File: src/rtl/cpu_trace_capture.sv
// Execution-trace ring buffer for the single-cycle LEGv8 CPU: records PC/instr/ALU/ctrl each cycle,
// freezes after a PC-match trigger plus post-trigger window, then drains oldest-first over valid/ready.
module cpu_trace_capture #(
    parameter int ADDR_W    = 64,
    parameter int DATA_W    = 64,
    parameter int DEPTH     = 16,
    parameter int POST_TRIG = 8
) (
    input  logic                       clk,
    input  logic                       rst,
    input  logic                       arm,
    input  logic                       trig_en,
    input  logic [ADDR_W-1:0]          trig_pc,
    input  logic [ADDR_W-1:0]          pc_in,
    input  logic [31:0]                instr_in,
    input  logic [DATA_W-1:0]          alu_in,
    input  logic [7:0]                 ctrl_in,
    output logic [1:0]                 state_out,
    output logic [$clog2(DEPTH):0]     count_out,
    output logic                       rd_valid,
    input  logic                       rd_ready,
    output logic [ADDR_W-1:0]          rd_pc,
    output logic [31:0]                rd_instr,
    output logic [DATA_W-1:0]          rd_alu,
    output logic [7:0]                 rd_ctrl
);
    localparam int AW = $clog2(DEPTH);
    localparam int CW = AW + 1;
    localparam int EW = ADDR_W + 32 + DATA_W + 8;

    typedef enum logic [1:0] {IDLE = 2'd0, PRE = 2'd1, POST = 2'd2, DONE = 2'd3} state_t;

    state_t          state_q, state_d;
    logic [AW-1:0]   wr_ptr_q, wr_ptr_d, rd_ptr_q, rd_ptr_d;
    logic [CW-1:0]   count_q, count_d, post_cnt_q, post_cnt_d;
    logic            wr_en, done;
    logic [EW-1:0]   mem_q [DEPTH];
    logic [EW-1:0]   rd_ent;

    assign rd_valid = (state_q == DONE) && (count_q != '0);

    always_comb begin
        state_d    = state_q;
        wr_ptr_d   = wr_ptr_q;
        rd_ptr_d   = rd_ptr_q;
        count_d    = count_q;
        post_cnt_d = post_cnt_q;
        wr_en      = 1'b0;
        done       = 1'b0;
        case (state_q)
            IDLE: begin
                if (arm) begin
                    state_d  = PRE;
                    count_d  = '0;
                    wr_ptr_d = '0;
                end
            end
            PRE, POST: begin
                if (arm) begin
                    state_d  = PRE;
                    count_d  = '0;
                    wr_ptr_d = '0;
                end else begin
                    wr_en    = 1'b1;
                    wr_ptr_d = wr_ptr_q + AW'(1);
                    count_d  = (count_q == CW'(DEPTH)) ? count_q : count_q + CW'(1);
                    if (state_q == PRE) begin
                        if (trig_en && (pc_in == trig_pc)) begin
                            post_cnt_d = CW'(1);
                            if (POST_TRIG == 1) done = 1'b1;
                            else state_d = POST;
                        end
                    end else begin
                        post_cnt_d = post_cnt_q + CW'(1);
                        if (post_cnt_d == CW'(POST_TRIG)) done = 1'b1;
                    end
                    // Oldest entry sits count positions behind the post-write pointer.
                    if (done) begin
                        state_d  = DONE;
                        rd_ptr_d = wr_ptr_d - count_d[AW-1:0];
                    end
                end
            end
            DONE: begin
                if (rd_valid && rd_ready) begin
                    rd_ptr_d = rd_ptr_q + AW'(1);
                    count_d  = count_q - CW'(1);
                    if (count_q == CW'(1)) state_d = IDLE;
                end else if (count_q == '0) begin
                    state_d = IDLE;
                end
            end
            default: state_d = IDLE;
        endcase
    end

    always_ff @(posedge clk or posedge rst) begin
        if (rst) begin
            state_q    <= IDLE;
            wr_ptr_q   <= '0;
            rd_ptr_q   <= '0;
            count_q    <= '0;
            post_cnt_q <= '0;
        end else begin
            state_q    <= state_d;
            wr_ptr_q   <= wr_ptr_d;
            rd_ptr_q   <= rd_ptr_d;
            count_q    <= count_d;
            post_cnt_q <= post_cnt_d;
        end
    end

    always_ff @(posedge clk) begin
        if (wr_en) mem_q[wr_ptr_q] <= {pc_in, instr_in, alu_in, ctrl_in};
    end

    assign rd_ent    = rd_valid ? mem_q[rd_ptr_q] : '0;
    assign rd_pc     = rd_ent[EW-1 -: ADDR_W];
    assign rd_instr  = rd_ent[DATA_W+8 +: 32];
    assign rd_alu    = rd_ent[8 +: DATA_W];
    assign rd_ctrl   = rd_ent[7:0];
    assign state_out = state_q;
    assign count_out = count_q;
endmodule

File: config.mk
export PLATFORM = sky130hd
export DESIGN_NAME = cpu_trace_capture
export DESIGN_NICKNAME = d
export VERILOG_FILES = /design/src/rtl/cpu_trace_capture.sv
export SDC_FILE = /design/constraint.sdc
export NUM_CORES = 2
export LEC_CHECK = 0
export CAP_MARGIN = 10
export CORE_ASPECT_RATIO = 0.5
export CORE_UTILIZATION = 50
export DETAILED_ROUTE_END_ITERATION = 12
export DONT_BUFFER_PORTS = 1
export GPL_ROUTABILITY_DRIVEN = 0
export PLACE_DENSITY = 0.67
export SLEW_MARGIN = 20
export SYNTH_ARGS = -nofsm -noshare
export SYNTH_HDL_FRONTEND = slang
export SYNTH_SLANG_ARGS = --single-unit
export TNS_END_PERCENT = 1
File: constraint.sdc
create_clock -name clk -period 47 [get_ports clk]
set_input_delay 9.4 -clock clk [delete_from_list [all_inputs] [get_ports clk]]
set_output_delay 9.4 -clock clk [all_outputs]
set_load 0.05 [all_outputs]
# Word level (Yosys, flattened, before mapping)
# Memories as Yosys holds them, arrays and structs flattened.
# Index checks and enable logic that the tools add are counted.
[word_totals]
mem_bits_rw = 2688
wordCells = 78
reg_bits = 20
output_inout_bits = 176
n_memories = 1
[classes]
reduce_logical = 15
n_eq_ne = 17
bitwise = 1
add_sub_neg = 6
mux = 32
[mem_list]
columns = ["name", "words", "width", "rd", "rd_ports_with_merged_regs", "write_ports", "line_no", "source"]
rows = [
  ["mem_q", 16, 168, 1, 0, 1, "37", "logic [EW-1:0] mem_q [DEPTH];"],
]
[op_table]
columns = ["operator", "n"]
rows = [
  ["168-bit two-way mux", 1],
  ["64-bit equality test", 1],
  ["5-bit two-way mux", 6],
  ["4-bit two-way mux", 5],
  ["2-bit two-way mux", 8],
  ["4-bit case mux with 2 select lines", 2],
  ["5-bit case mux with 3 select lines", 1],
  ["5-bit by 1-bit adder with 5-bit output, second input constant", 2],
  ["4-bit by 1-bit adder with 4-bit output, second input constant", 2],
  ["1-bit two-way mux", 8],
  ["4-bit != test, second input constant", 2],
  ["2-bit != test, second input constant", 3],
  ["2-bit case mux with 3 select lines", 1],
  ["3-bit AND reduction", 2],
  ["5-bit by 1-bit equality test with 1-bit output, second input constant", 1],
  ["5-bit by 4-bit equality test with 1-bit output, second input constant", 1],
  ["5-bit equality test, second input constant", 1],
  ["5-bit zero test", 1],
  ["5-bit AND reduction", 1],
  ["5-bit nonzero test", 1],
  ["5-bit by 1-bit subtractor with 5-bit output, second input constant", 1],
  ["2-bit equality test, second input constant", 2],
  ["2-bit by 1-bit != test with 1-bit output, second input constant", 2],
  ["2-bit AND reduction", 2],
  ["other kinds (11)", 14],
]

# Logic depth before layout (Yosys ltp)
[logic_depth]
word_depth = 9
ltp_mapped = 12

# Worst setup path before layout
# No wires, ideal clock.
[synth_path]
path_kind = "input to register"
from = "input arm"
to = "memory mem_q[3][0] (netlist bit), enable pin"
n_path_buf = 2
stages = 5
required_time_ns = 45.895
setup_ns = 1.105
arrival_time_ns = 25.766
slack_ns = 20.129
path_cell_list = "inv_1 > nand2_1 > clkbuf_1 > clkbuf_1 > nor4_1"
[synth_between]
elab_chain_len = 4
[synth_lines]
columns = ["element", "line_no", "source"]
rows = [
  ["start, declared", "11", "input logic arm,"],
  ["1-bit two-way mux", "59", "if (arm) begin"],
  ["1-bit two-way mux", "50", "case (state_q)"],
  ["1-bit two-way mux", "114", "if (wr_en) mem_q[wr_ptr_q] <= {pc_in, instr_in, alu_in, ctrl_in};"],
  ["1-bit two-way mux (not written as such)", "114", ""],
  ["end, declared", "37", ""],
]
# No other way between the ends.

# Worst setup path after layout
[layout_path]
from = "register rd_ptr_q[0]"
to = "output rd_instr[2]"
[layout_between]
elab_chain_len = 2
[layout_lines]
columns = ["element", "line_no", "source"]
rows = [
  ["start, declared", "34", "logic [AW-1:0] wr_ptr_q, wr_ptr_d, rd_ptr_q, rd_ptr_d;"],
  ["start signal, assigned", "107", "rd_ptr_q <= rd_ptr_d;"],
  ["memory 16 x 168 bit", "-", ""],
  ["168-bit two-way mux", "117", "assign rd_ent = rd_valid ? mem_q[rd_ptr_q] : '0;"],
  ["end, declared", "23", "output logic [31:0] rd_instr,"],
]
# No other way between the ends.

==> metrics.yaml <==
worstSetupStartpointType: "flip-flop"
core_area_um2: 207000
clkSinkCount: 2708
grtUsageTotal_pct: 22.7
rsz0062_at_grt: "no"
start_util_pct: 50.3
cts_buffer_depth: 4
ys.flop_type: "edfxtp_1"
ys_seq_elements: 2708
critical_path_class: "flip-flop to primary output"
numPlacedInstances: 6849
drc: 0
hold_path.class: "flip-flop to flip-flop"
ir_drop_mv: 0.0639
clkLatencyLatePin_ps: 850
ys_top_cells_by_area: "edfxtp_1, mux4_2, and2_1, dfrtp_1, clkbuf_1"
synth_area_um2: 104000
crit_path_cell_trace: "buf_4, buf_4, buf_4, buf_4, buf_4, mux4_2, mux4_2, and2_1"
path_common_cell: "buf_4"
cts_buffers: 235
whs_ps: 606
cts_max_level: 4
yosys.area.top_type_share_pct: 77.5
fp-row-count: 118
yosysWarnings: 0
crit_path_end_kind: "primary output"
antenna_left: 0
die_w_um: 648
avgSynthCellArea_um2: 24.6
hold_depth: 1
cp.arrival_ps: 7430
crit_required_ps: 37600
status: "finished, final reports clean"
fin_tns_setup_ps: 0
layout_worst_path_cycle_share_pct: 35.8
antenna_found_initial: 3
cp_num_buf_inv: 5
vias: 45700
n_fill_cell: 14800
setup_viol: 0
cts_setup_buffers: 0
cts_root_buf: "clkbuf_16"
worst-path-stages: 8
grt_pass1_vias: 47700
cts_resized: 0
wl_per_cell_um: 32.8
slew_headroom_pct: 13.1
crit_family: "buffers and inverters"
fin_ws_ps: 30170
num_io_pins: 413
r2r_cells: 9
dp_hpwl_um: 120000
synth_area_leader_cell: "edfxtp_1"
cp_slowest_stage_delay_ps: 940
yosysSeqAreaShare_pct: 78.0
finalHoldViolations: 0
final_max_slew_viol_count: 0
total_power_mw: 6.17
fin_crit_ps: 16830
via_per_inst: 6.29
dr.pass1.iters: 7
cts_tree: "done"
syn-num-nets: 4483
grt_pass1_wl_um: 342000
clock_skew_ps: 36.6
placed_area_um2: 107000
syn_inst: 4228
p_per_area_nw_per_um2: 53.7
max_cap_viol_count: 0
final_core_util_pct: 55.6
crit_path_max_fanout: 44
drive_above_1_share_pct: 28.1
synth-edff-count: 2688
drtIter0Drc: 5116
io_buffers: 0
async_flop_share_pct: 0.739
dieArea_um2: 210000
overflow: 0
finalInstanceArea_um2: 115000
path_clk_slew_ps: 70
die_h_um: 325
fin_nets: 4582
ctsHoldBuffers: 0
power.leakage_nw: 34.5
worstMarginPinSlew_ps: 1300
syn2layout_area_growth_pct: 10.4
netlist-cell-type-count: 50
critPathSlowestCell: "dfrtp_4"
grt_max_degree: 159
preCtsSetupSlack_ps: 30790
routed_wl_um: 239000
fmax_mhz: 59.4
fin_cells: 7277
cell usage in the layout, fill, tap and decap left out, types with 27 or more instances in the layout:
| master | n |
|---|---|
| xnor2_1 | 30 |
| mux4_2 | 840 |
| xor2_1 | 27 |
| clkinv_2 | 46 |
| clkbuf_1 | 41 |
| edfxtp_1 | 2688 |
| clkinv_1 | 62 |
| buf_4 | 63 |
| and2_1 | 168 |
| clkbuf_16 | 237 |
synth_stat cells (all sizes together) (9+ instances only):
master  number
xnor2       31
nand2b      10
nor2b       11
a21oi       13
mux4       840
edfxtp    2688
inv         26
clkbuf     112
ha          17
nor2        12
nand4        9
buf        105
dfrtp       20
o21ai       18
xor2        27
and2       179
nand3       11
nand2       26
where the power goes:
part	total [mW]	leakage (nW)	internal, mW	switching, mW
combinational	1.41	6.37	0.750	0.663
clock	1.92	3.67	1.06	0.852
sequential	2.84	24.5	2.77	0.0706
worst paths after layout:
check | start | endpoint | slack [ps]
setup / recovery | rd_ptr_q[0]$_DFFE_PP0P_ | rd_instr[2] | 30170
hold / removal | post_cnt_q[0]$_DFFE_PP0P_ | post_cnt_q[0]$_DFFE_PP0P_ | 610
setup reg to reg | state_out[1]$_DFFE_PP0P_ | mem_q[4][166]$_DFFE_PP_ | 41480
hold reg to reg | post_cnt_q[0]$_DFFE_PP0P_ | post_cnt_q[0]$_DFFE_PP0P_ | 610
max in group asynchronous | rst | rd_ptr_q[3]$_DFFE_PP0P_ | 37780
min in group asynchronous | rst | rd_ptr_q[0]$_DFFE_PP0P_ | 8610
worst register-to-register path, delay by kind of cell (launching register included):
family / cells / cell delay (ps)
and+or+nand+nor: 4 / 1550
buffers and inverters: 4 / 2460
adders and majority gates: 1 / 430
DFF: 1 / 710
state kept, by name, indices dropped and copies added, names as in the netlist:
register    count
mem_q        2688
count_out       5
wr_ptr_q        4
rd_ptr_q        4
post_cnt_q      5
state_out       2
layer usage:
metal | vias up | part of all wire (%) | global-route usage (%)
met3 | 339 | 6.7 | 3.57
met5 | - | 0 | 0
li1 | 18400 | - | -
met4 | 0 | 2.2 | 5.17
met2 | 1818 | 51 | 38.5
met1 | 25200 | 40 | 31.5
area by class of cell:
| class | instances | area, µm² | area share (%) |
|---|---|---|---|
| Antenna cell | 1 | 2.50 | 0.00218 |
| Clock buffer | 278 | 6080 | 5.29 |
| Clock inverter | 148 | 1410 | 1.22 |
| Inverter | 26 | 103 | 0.0892 |
| Multi-Input combinational cell | 1277 | 21900 | 19.1 |
| Sequential cell | 2708 | 81200 | 70.6 |
| Tap cell | 2760 | 3450 | 3.00 |
| Timing Repair Buffer | 79 | 785 | 0.682 |
kinds of logic (layout without fill, tap and decap cells):
family          count (synthesis)  count (layout)  share of synthesized area, %
compound gates                 67              67                         0.430
xor+xnor                       58              58                         0.488
fa+ha+maj                      18              18                         0.223
buf+inv                       243             531                          1.05
flops                        2708            2708                          78.0
mux                           845             845                          18.2
other cells                     0               1                             0
simple gates                  289             289                          1.64
(Power assumes the default switching activity.)
